### src/rtl/add_result_pkg.sv
// Shared types and constants for the 64-bit adder result buffer.
package add_result_pkg;

    localparam int unsigned DATA_W = 64;
    localparam int unsigned DEPTH  = 2;

    typedef struct packed {
        logic [DATA_W-1:0] sum;
        logic              cout;
        logic              ovf;
    } add_result_t;

    typedef enum logic [1:0] {
        EMPTY = 2'd0,
        ONE   = 2'd1,
        FULL  = 2'd2
    } buf_state_t;

endpackage

### src/rtl/add_ovf_stat.sv
// Signed-overflow detection and saturating overflow-event counter.
// Optional feature macro: ADD_RESULT_BUFFER_STATS_EN (enables the counter).
module add_ovf_stat (
    input  logic        clk,
    input  logic        rst_n,
    input  logic        a_msb,
    input  logic        b_msb,
    input  logic        sum_msb,
    input  logic        push,
    output logic        ovf,
    output logic [15:0] ovf_count
);

    // Operands of equal sign producing a result of the opposite sign.
    always_comb begin
        ovf = (a_msb == b_msb) && (sum_msb != a_msb);
    end

`ifdef ADD_RESULT_BUFFER_STATS_EN
    logic [15:0] ovf_count_q;
    logic [15:0] ovf_count_d;

    // Count accepted overflow results, holding at all-ones.
    always_comb begin
        ovf_count_d = ovf_count_q;
        if (push && ovf && (ovf_count_q != 16'hFFFF)) begin
            ovf_count_d = ovf_count_q + 16'd1;
        end
    end

    // Counter register.
    always_ff @(posedge clk or negedge rst_n) begin
        if (!rst_n) begin
            ovf_count_q <= '0;
        end else begin
            ovf_count_q <= ovf_count_d;
        end
    end

    assign ovf_count = ovf_count_q;
`else
    logic unused_stat_inputs;

    assign ovf_count          = 16'h0000;
    assign unused_stat_inputs = &{1'b0, clk, rst_n, push};
`endif

endmodule

### src/rtl/add_result_buffer_64.sv
// Two-entry result FIFO behind a 64-bit full adder: stores {sum, cout, ovf}.
// Optional feature macro: ADD_RESULT_BUFFER_STATS_EN (overflow event counter).
module add_result_buffer_64
    import add_result_pkg::*;
(
    input  logic        clk,
    input  logic        rst_n,
    input  logic        in_valid,
    output logic        in_ready,
    input  logic [63:0] sum,
    input  logic        cout,
    input  logic        a_msb,
    input  logic        b_msb,
    output logic        out_valid,
    input  logic        out_ready,
    output logic [63:0] out_sum,
    output logic        out_cout,
    output logic        out_ovf,
    output logic [15:0] ovf_count
);

    localparam logic [1:0] ST_EMPTY = EMPTY;
    localparam logic [1:0] ST_ONE   = ONE;
    localparam logic [1:0] ST_FULL  = FULL;

    logic [1:0]  state_q;
    logic [1:0]  state_d;
    logic        wr_ptr_q;
    logic        wr_ptr_d;
    logic        rd_ptr_q;
    logic        rd_ptr_d;
    add_result_t mem_q [DEPTH];
    add_result_t mem_d [DEPTH];

    logic        push;
    logic        pop;
    logic        ovf;
    add_result_t head;

    add_ovf_stat u_ovf_stat (
        .clk       (clk),
        .rst_n     (rst_n),
        .a_msb     (a_msb),
        .b_msb     (b_msb),
        .sum_msb   (sum[63]),
        .push      (push),
        .ovf       (ovf),
        .ovf_count (ovf_count)
    );

    // Handshake flags derived from registered state only.
    always_comb begin
        in_ready  = (state_q != ST_FULL);
        out_valid = (state_q != ST_EMPTY);
        push      = in_valid && in_ready;
        pop       = out_valid && out_ready;
    end

    // Next-state, pointer and storage update.
    always_comb begin
        state_d  = state_q;
        wr_ptr_d = wr_ptr_q;
        rd_ptr_d = rd_ptr_q;
        mem_d    = mem_q;

        if (push) begin
            mem_d[wr_ptr_q] = '{sum: sum, cout: cout, ovf: ovf};
            wr_ptr_d        = wr_ptr_q + 1'b1;
        end
        if (pop) begin
            rd_ptr_d = rd_ptr_q + 1'b1;
        end

        case (state_q)
            ST_EMPTY: begin
                if (push) state_d = ST_ONE;
            end
            ST_ONE: begin
                if (push && !pop)      state_d = ST_FULL;
                else if (pop && !push) state_d = ST_EMPTY;
                else                   state_d = ST_ONE;
            end
            ST_FULL: begin
                if (pop) state_d = ST_ONE;
            end
            default: begin
                state_d  = ST_EMPTY;
                wr_ptr_d = 1'b0;
                rd_ptr_d = 1'b0;
            end
        endcase
    end

    // State, pointers and storage registers.
    always_ff @(posedge clk or negedge rst_n) begin
        if (!rst_n) begin
            state_q  <= ST_EMPTY;
            wr_ptr_q <= 1'b0;
            rd_ptr_q <= 1'b0;
            for (int unsigned i = 0; i < DEPTH; i++) begin
                mem_q[i] <= '0;
            end
        end else begin
            state_q  <= state_d;
            wr_ptr_q <= wr_ptr_d;
            rd_ptr_q <= rd_ptr_d;
            mem_q    <= mem_d;
        end
    end

    // Head entry presented only while valid; zeros otherwise.
    always_comb begin
        head     = mem_q[rd_ptr_q];
        out_sum  = out_valid ? head.sum  : '0;
        out_cout = out_valid ? head.cout : 1'b0;
        out_ovf  = out_valid ? head.ovf  : 1'b0;
    end

endmodule

### config.mk
export PLATFORM = sky130hd
export DESIGN_NAME = add_result_buffer_64
export DESIGN_NICKNAME = d
export VERILOG_FILES = /design/src/rtl/add_result_pkg.sv /design/src/rtl/add_ovf_stat.sv /design/src/rtl/add_result_buffer_64.sv
export SDC_FILE = /design/constraint.sdc
export NUM_CORES = 1
export LEC_CHECK = 0
export BUFFER_PORTS_ARGS = -buffer_cell sky130_fd_sc_hd__buf_2
export CAP_MARGIN = 40
export CORE_UTILIZATION = 40
export DETAILED_ROUTE_END_ITERATION = 8
export PLACE_DENSITY = 0.61
export SLEW_MARGIN = 15
export SYNTH_ARGS = -nofsm -noshare
export SYNTH_HDL_FRONTEND = slang
export SYNTH_SLANG_ARGS = --single-unit
### constraint.sdc
create_clock -name clk -period 2 [get_ports clk]
set_clock_uncertainty 0.05 [all_clocks]
set_input_delay 0.4 -clock clk [delete_from_list [all_inputs] [get_ports clk]]
set_output_delay 0.4 -clock clk [all_outputs]
set_load 0.01 [all_outputs]
# Yosys cells after proc, flatten, opt, wreduce, memory -nomap -nowiden
# Cells that the tools add are included.
# totals
register_bits	136
output_inout_bits	84
# classes
n_eq_ne	9
n_reduce_logical	12
add_sub_neg	2
mux	18
bitwise	2
order_cmp	3
# op_table
op	count
66-bit 2-to-1 mux	4
132-bit bitwise mux	1
66-bit demux with 1-bit select	1
64-bit 2-to-1 mux	1
1-bit 2-to-1 mux	7
1-bit logical AND	6
2-bit 2-to-1 mux	3
2-bit != test, second input constant	3
2-bit case mux with 3 select lines	1
2-bit greater-or-equal comparator, second input constant	2
2-bit by 1-bit != test with 1-bit output, second input constant	2
1-bit NOT with 2-bit output	2
3-bit OR reduction	1
1-bit adder, second input constant	2
2-bit by 1-bit == test with 1-bit output, second input constant	1
2-bit == test, second input constant	1
1-bit zero test	2
2-bit zero test	1
2-bit by 1-bit less-than comparator with 1-bit output, second input constant	1
2-bit AND reduction	1
2-bit nonzero test	1
1-bit == test	1
1-bit != test	1

# Longest topological paths before layout
# logic_depth
ltp_word	7
ltp_mapped	6
ltp_nobuf	6

# Modules after synthesis
# From an unflattened synthesis, not the netlist that was laid out.
# unflattened
hier_cells	471
hier_area_um2	6411.1
# modules_own_cells
module	cells_each	area_each_um2	instances	seq_area_each_um2
add_result_buffer_64	451	6264.8	1	3403.3
add_ovf_stat	20	146.4	1	0.0

# Worst setup path before layout
# Ideal clock, no wire load.
# synth_path
kind	register -> output
startpoint	register rd_ptr_q
endpoint	output port out_sum[11]
setup_slack_ns	0.329
n_path_buf	3
required_ns	1.550
t_arrival_ns	1.221
stages_incl_launch_ff	6
path_cell_list	dfrtp_1 > clkbuf_1 > buf_2 > buf_2 > mux2i_1 > nor2_1
# synth_via
elab_chain_cells	5
# synth_rtl
element	line_no	rtl
start, declared	add_result_buffer_64.sv:30	logic rd_ptr_q;
start signal, assigned	add_result_buffer_64.sv:106	rd_ptr_q <= rd_ptr_d;
1-bit NOT with 2-bit output (implied by the code)	add_result_buffer_64.sv:113	head = mem_q[rd_ptr_q];
66-bit 2-to-1 mux (implied by the code) (3 in a row)	add_result_buffer_64.sv:113	
64-bit 2-to-1 mux	add_result_buffer_64.sv:114	out_sum = out_valid ? head.sum : '0;
end, declared	add_result_buffer_64.sv:16	output logic [63:0] out_sum,
# No other way between the ends. The select of a mux whose other input is x is not followed.

# Worst setup path after layout
# layout_path
startpoint	register rd_ptr_q
endpoint	output port out_sum[0]
# Same word-level chain as after synthesis.

==> results_dict.tcl <==
set metrics [dict create \
    status "finished with violations" \
    violations "negative setup slack" \
    endpoint_kind "primary output" \
    worstSetupStartpointType "flip-flop" \
    p_per_area_mw_per_mm2 1892 \
    slew_viol_final 0 \
    numCtsBuffers 17 \
    synth.distinct_cells 25 \
    ant_nets 0 \
    postSynthAreaPerCell_sq_um 13.72 \
    cts.clk_slew.worst_paths_ns 0.06 \
    netlist_instances 468 \
    synth_area_sq_mm 0.006419 \
    insertion_delay_ns 0.40 \
    start_util_pct 41.61 \
    ys_ff_latch 136 \
    routed_wl_mm 14.05 \
    rows 45 \
    viasPerCell 4.827 \
    finalHoldViolCount 0 \
    ir_drop_uv 999.9 \
    gp_congestion 0.7137 \
    fin_ws_ns -0.08182 \
    design_area_sq_mm 0.008322 \
    yosys_warnings 0 \
    finalSetupViolCount 62 \
    dieArea_sq_mm 0.01656 \
    rsz0062_at_grt "true" \
    grt_pass1_vias 4321 \
    globalRouteOverflowTotal 0 \
    cp.required_ns 1.55 \
    critPathArrivalTime_ns 1.63 \
    muxShareOfSynthArea_pct 35.95 \
    path_max_fanout 6 \
    clockBufferDepth 2 \
    synth_top_family_by_area "multiplexers" \
    post_drt_wl_per_cell_um 16.51 \
    first_pass_iters 4 \
    root_buffer "clkbuf_16" \
    die_y_um 128.7 \
    drc 0 \
    drive_gt1_share_pct 54.77 \
    fin_crit_ns 2.082 \
    grt_pass1_wl_mm 21.88 \
    synth_xor_area_share_pct 0.2729 \
    io_pins 155 \
    post-dp-hpwl_mm 8.632 \
    routed-via-count 4108 \
    synthAdderAreaFrac_pct 0.1949 \
    ys_seq_area_share_pct 53.02 \
    fin_nets 698 \
    power_mw 15.75 \
    nFillCells 1371 \
    io_buffers 138 \
    track_usage_pct 17.35 \
    cts_tree "built" \
    placed_cell_area_sq_mm 0.007347 \
    grt_start_max_net_pins 53 \
    htree_levels 4 \
    cts_sinks 136 \
    fin_crit_sh_pct 104.1 \
    syn_to_final_growth_pct 29.65 \
    core_area_sq_mm 0.01543 \
    hold_path_class "primary input to flip-flop" \
    fp.dieW_um 128.7 \
    antenna_found_initial 1 \
    worst-setup-path-type "flip-flop to primary output" \
    fmaxAchievable_mhz 480.3 \
    synth_compound_area_share_pct 0.5068 \
    leakage_nw 4.058 \
    yosys.area_share.simple_pct 4.912 \
    dr.first_iter.drc_count 116 \
    cap_violations 0 \
]
## cells by family after synthesis
family,after synthesis
muxes,199
DFF,136
and+or+nand+nor,76
buffers and inverters,47
AOI/OAI and AO/OA,6
xor gates and xnor gates,2
adders and majority gates,1
other,1
## cell type report
cell class	count	area [sq um]	area share, %
antenna	1	2.502	0.03007
timing repair buffer	169	1217	14.63
inverter	2	7.507	0.09021
sequential	136	3408	40.96
tap	211	264.0	3.172
clock buffer	23	467.9	5.623
multi-input combinational	300	2831	34.03
clock inverter	9	122.6	1.473
## worst paths after layout
check,slack [ns],depth (start not counted),end,from
worst max-delay path,-0.08,5,out_sum[0],rd_ptr_q$_DFFE_PN0P_
worst min-delay path,0.18,2,mem_q[73]$_DFFE_PN0P_,sum[5]
worst max register to register,0.21,5,mem_q[35]$_DFFE_PN0P_,state_q[0]$_DFFE_PN0P_
worst min register to register,0.45,1,mem_q[2]$_DFFE_PN0P_,mem_q[2]$_DFFE_PN0P_
max in group asynchronous,0.84,3,mem_q[68]$_DFFE_PN0P_,rst_n
min in group asynchronous,0.43,2,mem_q[36]$_DFFE_PN0P_,rst_n
## per-layer routing
layer / track usage (%) / vias to the layer above / wire length (um)
met2: 28.36 / 114 / 6798
met5: 0 / - / 0
met3: 6.279 / 10 / 821
li1: - / 1899 / -
met4: 5.190 / 0 / 112
met1: 21.51 / 2085 / 6317
## where the power goes
group | switching [mW] | leakage (nW) | internal [mW]
clock network | 1.12 | 0.291 | 2.02
registers | 0.784 | 1.60 | 4.19
logic | 3.40 | 2.17 | 4.24
## per-stage QoR
step           util [%]  setup WS [ns]  TNS [ns]  hold WS, ns  std cells
2_1_floorplan         -         0.3292         0      0.05441        483
3_3_place_gp      47.62         0.2238         0       0.2867        801
3_5_place_dp      47.62         0.1772         0       0.2991        801
4_1_cts           52.90       -0.09675    -4.276       0.1593        842
5_1_grt           53.93        -0.1659    -7.618       0.1647        850
6_report          53.94       -0.08182    -1.945       0.1819        851
## flip-flops by register name, indices dropped and copies added, names as in the netlist
signal,cells
wr_ptr_q,1
rd_ptr_q,1
state_q,2
mem_q,132
## cells in the final DEF, fill, tap and decap left out, types with 2 or more instances in the layout
cell       count
buf_2        135
dfrtp_1      134
mux2_2        92
mux2i_1       60
nor2_1        58
mux2_4        40
clkbuf_16     20
conb_1        16
buf_12        11
buf_6          9
mux2i_2        6
nor2_2         6
buf_4          6
clkinv_2       5
nand2_1        4
clkbuf_1       4
o21ai_0        3
nor2_4         3
bufinv_16      3
o22ai_1        2
clkbuf_8       2
buf_8          2
## critical path, stage by stage (launching register included)
cell and delay, ns:
dfrtp_4 0.49, buf_4 0.18, clkbuf_16 0.17, mux2i_1 0.12, nor2_1 0.13, buf_2 0.14
## synth_stat cells
cell type,n,area [sq um]
nor2_1,67,251.5
inv_2,1,3.750
inv_1,1,3.750
buf_2,12,60.06
and2_1,1,6.260
mux2_2,92,1036
buf_6,10,112.6
xor2_1,1,8.760
conb_1,1,3.750
ha_1,1,12.51
o22ai_1,2,12.51
mux2i_1,67,670.6
nand2b_1,1,6.260
a21oi_1,1,5.000
buf_1,3,11.26
clkbuf_1,4,15.01
nand2_1,4,15.01
o21ai_0,3,15.01
mux2_4,40,600.6
nand3_2,1,10.01
xnor2_1,1,8.760
nor2b_4,1,13.76
dfrtp_1,136,3403
nor3b_2,1,12.51
buf_4,16,120.1
## repair_timing
action	4_1_cts	5_1_grt
hold endpoints to repair	38	0
gates resized for setup	22	18
setup endpoints to repair	67	67
hold buffers	1	0
cloned	2	5
pin swaps	3	3
setup buffers	6	5
Power figures use the tool's default switching activity.
